**src/rtl/regfile_write_arbiter.sv**
```systemverilog
// Write-port arbiter for the 8 x 8-bit register file: one pending slot each for the
// ALU and load writeback paths, round-robin on conflicts, arrival order on same dest.
module regfile_write_arbiter (
  input  logic       clk,
  input  logic       reset,
  input  logic       aluValid,
  output logic       aluReady,
  input  logic [2:0] aluDest,
  input  logic [7:0] aluData,
  input  logic       memValid,
  output logic       memReady,
  input  logic [2:0] memDest,
  input  logic [7:0] memData,
  input  logic [2:0] rsAddr,
  input  logic [2:0] rdAddr,
  output logic       rsHazard,
  output logic       rdHazard,
  output logic       writeEn,
  output logic [2:0] dest,
  output logic [7:0] data,
  output logic       grantMem
);

  logic       alu_full_r;
  logic [2:0] alu_dest_r;
  logic [7:0] alu_data_r;
  logic       mem_full_r;
  logic [2:0] mem_dest_r;
  logic [7:0] mem_data_r;
  logic       prio_r;
  logic       mem_older_r;

  logic       grant_alu_s;
  logic       grant_mem_s;
  logic       alu_acc_s;
  logic       mem_acc_s;
  logic       prio_next_s;
  logic       mem_older_next_s;

  function automatic logic slot_hit(input logic full, input logic [2:0] slot_dest,
                                    input logic [2:0] addr);
    slot_hit = full && (slot_dest == addr);
  endfunction

  // Grant selection from slot state only
  always_comb begin
    grant_alu_s = 1'b0;
    grant_mem_s = 1'b0;
    case ({alu_full_r, mem_full_r})
      2'b10: begin
        grant_alu_s = 1'b1;
        grant_mem_s = 1'b0;
      end
      2'b01: begin
        grant_alu_s = 1'b0;
        grant_mem_s = 1'b1;
      end
      2'b11: begin
        // Same destination must retire in arrival order, otherwise round-robin
        if (alu_dest_r == mem_dest_r) begin
          grant_mem_s = mem_older_r;
          grant_alu_s = !mem_older_r;
        end else begin
          grant_mem_s = prio_r;
          grant_alu_s = !prio_r;
        end
      end
      default: begin
        grant_alu_s = 1'b0;
        grant_mem_s = 1'b0;
      end
    endcase
  end

  // Write port and handshake outputs
  always_comb begin
    writeEn  = grant_alu_s || grant_mem_s;
    grantMem = grant_mem_s;
    aluReady = !alu_full_r || grant_alu_s;
    memReady = !mem_full_r || grant_mem_s;
    if (grant_mem_s) begin
      dest = mem_dest_r;
      data = mem_data_r;
    end else if (grant_alu_s) begin
      dest = alu_dest_r;
      data = alu_data_r;
    end else begin
      dest = 3'd0;
      data = 8'h00;
    end
  end

  // Read-port hazard flags; a slot being written still counts until the edge
  always_comb begin
    rsHazard = slot_hit(alu_full_r, alu_dest_r, rsAddr) || slot_hit(mem_full_r, mem_dest_r, rsAddr);
    rdHazard = slot_hit(alu_full_r, alu_dest_r, rdAddr) || slot_hit(mem_full_r, mem_dest_r, rdAddr);
  end

  // Accept, priority and age next-state
  always_comb begin
    alu_acc_s        = aluValid && aluReady;
    mem_acc_s        = memValid && memReady;
    prio_next_s      = prio_r;
    mem_older_next_s = mem_older_r;
    if (alu_full_r && mem_full_r && (alu_dest_r != mem_dest_r)) begin
      prio_next_s = !prio_r;
    end else begin
      prio_next_s = prio_r;
    end
    // The age bit only matters while both slots are full; a lone new entry is younger
    if (alu_acc_s && mem_acc_s) begin
      mem_older_next_s = 1'b1;
    end else if (mem_acc_s) begin
      mem_older_next_s = 1'b0;
    end else if (alu_acc_s) begin
      mem_older_next_s = 1'b1;
    end else begin
      mem_older_next_s = mem_older_r;
    end
  end

  // ALU slot register
  always_ff @(posedge clk or posedge reset) begin
    if (reset) begin
      alu_full_r <= 1'b0;
      alu_dest_r <= 3'd0;
      alu_data_r <= 8'h00;
    end else if (alu_acc_s) begin
      alu_full_r <= 1'b1;
      alu_dest_r <= aluDest;
      alu_data_r <= aluData;
    end else if (grant_alu_s) begin
      alu_full_r <= 1'b0;
    end
  end

  // Load slot register
  always_ff @(posedge clk or posedge reset) begin
    if (reset) begin
      mem_full_r <= 1'b0;
      mem_dest_r <= 3'd0;
      mem_data_r <= 8'h00;
    end else if (mem_acc_s) begin
      mem_full_r <= 1'b1;
      mem_dest_r <= memDest;
      mem_data_r <= memData;
    end else if (grant_mem_s) begin
      mem_full_r <= 1'b0;
    end
  end

  // Round-robin priority and relative age
  always_ff @(posedge clk or posedge reset) begin
    if (reset) begin
      prio_r      <= 1'b0;
      mem_older_r <= 1'b0;
    end else begin
      prio_r      <= prio_next_s;
      mem_older_r <= mem_older_next_s;
    end
  end

endmodule

```
**config.mk**
```make
export PLATFORM = sky130hd
export DESIGN_NAME = regfile_write_arbiter
export DESIGN_NICKNAME = d
export VERILOG_FILES = /design/src/rtl/regfile_write_arbiter.sv
export SDC_FILE = /design/constraint.sdc
export NUM_CORES = 1
export LEC_CHECK = 0
export ABC_AREA = 1
export BUFFER_PORTS_ARGS = -buffer_cell sky130_fd_sc_hd__buf_2
export CAP_MARGIN = 20
export CELL_PAD_IN_SITES_DETAIL_PLACEMENT = 0
export CELL_PAD_IN_SITES_GLOBAL_PLACEMENT = 1
export CORE_AREA = 2 2 50 87
export CTS_BUF_LIST = sky130_fd_sc_hd__clkbuf_2 sky130_fd_sc_hd__clkbuf_4 sky130_fd_sc_hd__clkbuf_8
export CTS_CLUSTER_DIAMETER = 100
export DETAILED_ROUTE_END_ITERATION = 10
export DIE_AREA = 0 0 52 89
export HOLD_SLACK_MARGIN = 0.08
export PLACE_DENSITY = 0.93
export SLEW_MARGIN = 20
export SYNTH_ARGS = -nofsm -noshare
export SYNTH_HDL_FRONTEND = slang
export SYNTH_SLANG_ARGS = --single-unit
export TNS_END_PERCENT = 5
```
**constraint.sdc**
```tcl
create_clock -name clk -period 2.4 [get_ports clk]
set_input_delay 0.6 -clock clk [delete_from_list [all_inputs] [get_ports clk]]
set_output_delay 0.6 -clock clk [all_outputs]
set_load 0.01 [all_outputs]
```
==> flow_summary.ini <==
[sta]
finalMaxSlewViolations = 0
max_freq_ghz = 0.430
worstMarginPinSlew_ps = 357
fin_ws_ps = 73.6
hold_violations = 0
skew_ps = 2.30
maxSlewHeadroom_pct = 76.2
rsz0062_at_grt = true
finalCritPeriodShare_pct = 96.9
whs_ps = 368
min_period_ps = 2330
setup_viol = 0

[place]
portBuffers = 48
gp_congestion = 0.826
placed_cell_area_sq_mm = 0.00178
place_ws_ps = 200
hpwl_mm = 3.09

[logic_synthesis]
synth_top_family_by_area = simple AND/OR/NAND/NOR gates
synth-simple-area-share_pct = 38.4
synth_top_cell_by_area = dfrtp_1
synth_compound_gate_area_share_pct = 5.20
synthAdderAreaFrac_pct = 0
ys_seq_elements = 26
ys_types = 22
yosysTopAreaCellShare_pct = 42.9
syn_area_per_cell_sq_um = 7.54
synth_seq_area_share_pct = 42.9
syn_nets = 233
synth_cells = 201
synthTopCellsByArea = dfrtp_1 43%, nand2_1 18%, nand3_1 16%
synth_warnings = 0
synthXorXnorAreaFrac_pct = 3.96
synthMuxAreaShare_pct = 0
syn_area_sq_mm = 0.00152

[route]
avgRoutedWirePerCell_um = 13.5
drc_errors = 0
first_pass_iters = 4
drt-total-wl_mm = 4.00
first_iter_violations = 35
ant_nets = 0
vias_per_cell = 4.98
vias = 1479

[power]
power_w = 0.00243
vdd.ir_drop.worst_mv = 0.716
power.leakage_nw = 1.07
powerDensity_mw_per_mm2 = 1260

[setup_path]
critical_path_class = reg -> out
slowest_delay_ps = 470
required_ps = 1800
path_cells = xnor2_4 > nand4_1 > nand3_4 > nand3_1 > nand2_1 > buf_2
path_max_fanout = 11
cp.arrival_ps = 1730
cp-start-kind = flop
cp_slowest_cell = dfrtp_1
critPathTopFamily = simple AND/OR/NAND/NOR gates
crit_buf_inv = 1
worstSetupEndpointType = primary output

[clocking]
numCtsBuffers = 3
cts_sinks = 26
cts-root-buf = clkbuf_8
ctsHoldBuffers = 0
h-tree-depth = 1
clkLatencyLatePin_ps = 270
cts_tree = done
clk_pin_slew_ps = 90
cts_buffer_depth = 2

[cells_and_area]
regArea_sq_um = 656
syn2layout_area_growth_pct = 26.6
multiInputGateArea_sq_um = 768
drive_gt1_share_pct = 31.7
n_fill_cell = 416
fin_nets = 282
n_antenna_cell = 0
finalInstanceArea_sq_mm = 0.00192

[floorplan]
die_y_um = 89
rows = 30
ios = 49
core-area_sq_mm = 0.00387
die_w_um = 52
die_area_sq_mm = 0.00463
start_util_pct = 39.2

[global_routing]
antenna_found_initial = 0
grt_pass1_vias = 1476
grt_overflow_total = 0
grt_max_degree = 27
grtUsageTotal_pct = 18.6
grt_pass1_wl_mm = 6.35

[run_status]
status = completed

[hold_path]
hold_class = in -> async

[run]
max_cap_viol_count = 0
-- final timing paths --
path / endpoint / depth (start not counted) / slack, ps / from
worst max-delay path: data[1] / 6 / 70 / alu_dest_r[1]
worst min-delay path: mem_data_r[0] / 3 / 370 / reset
worst max register to register: alu_data_r[1] / 8 / 670 / alu_dest_r[1]
worst min register to register: mem_data_r[0] / 2 / 480 / mem_data_r[0]
max in group asynchronous: mem_dest_r[1] / 3 / 1760 / reset
min in group clk: mem_data_r[0] / 2 / 480 / mem_data_r[0]
-- logic make-up after synthesis --
group / count (synthesis)
xor gates and xnor gates: 6
and+or+nand+nor: 128
buffers and inverters: 28
DFF: 26
AOI/OAI and AO/OA: 13
-- what timing repair did --
action | in CTS | in global routing
pin swaps | 0 | 4
cloned | 0 | 0
buffers inserted | 0 | 3
endpoints found under the hold margin | 0 | 0
endpoints found under the setup margin | 11 | 14
gates resized for setup | 2 | 11
-- cell type report --
type | instances | area share (%)
tap | 48 | 3.13
timing repair buffer | 58 | 17.1
clock buffer | 4 | 2.87
sequential | 26 | 34.2
multi-input combinational | 147 | 40.0
inverter | 14 | 2.74
-- cells in the mapped netlist, drive strengths merged --
cell type,instances
o21ai,3
a21oi,5
nand2,75
inv,14
o22ai,2
buf,11
nand4,2
or2,1
nand3,50
clkbuf,3
o2111ai,3
xnor2,4
xor2,2
dfrtp,26
-- report_power, final --
part	leakage [nW]	internal, W	total [W]	switching, W
Clock	0.0288	0.000147	0.000283	0.000137
Combinational	0.727	0.000557	0.00131	0.000754
Sequential	0.310	0.000615	0.000833	0.000219
-- cell usage in the layout, fill, tap and decap left out, drive strengths merged --
| master | count |
|---|---|
| a21oi | 5 |
| buf | 58 |
| clkbuf | 4 |
| dfrtp | 26 |
| inv | 14 |
| nand2 | 75 |
| nand3 | 50 |
| nand4 | 2 |
| o2111ai | 3 |
| o21ai | 3 |
| o22ai | 2 |
| or2 | 1 |
| xnor2 | 4 |
| xor2 | 2 |
-- sequential cells by signal, summed over array words and instances (netlist names) --
signal       cells
mem_data_r       8
alu_data_r       8
mem_dest_r       3
mem_full_r       1
alu_dest_r       3
prio_r           1
mem_older_r      1
alu_full_r       1
-- per-stage QoR --
step | utilization (%) | std cells | setup TNS, ps
5_1_grt | 49.6 | 297 | -68.3
2_1_floorplan | - | 201 | 0
3_3_place_gp | 46.0 | 290 | 0
6_report | 49.6 | 297 | 0
3_5_place_dp | 46.0 | 290 | 0
4_1_cts | 47.7 | 294 | 0
-- worst register-to-register path: cells and delay by family, from the launching register on --
family / cells / cell delay (ps)
xor+xnor: 1 / 230
buf+inv: 2 / 260
flops: 1 / 470
simple gates: 5 / 680
-- layer usage --
layer / vias up / wire length, um / track usage (%) / part of all wire, %
met5: - / 0 / 0 / 0
met1: 667 / 1460 / 20.1 / 36
met3: 13 / 130 / 1.17 / 3.3
li1: 754 / - / - / -
met4: 0 / 184 / 13.6 / 4.6
met2: 45 / 2230 / 33.3 / 56
Note: power is estimated with default switching activity, not from simulation.
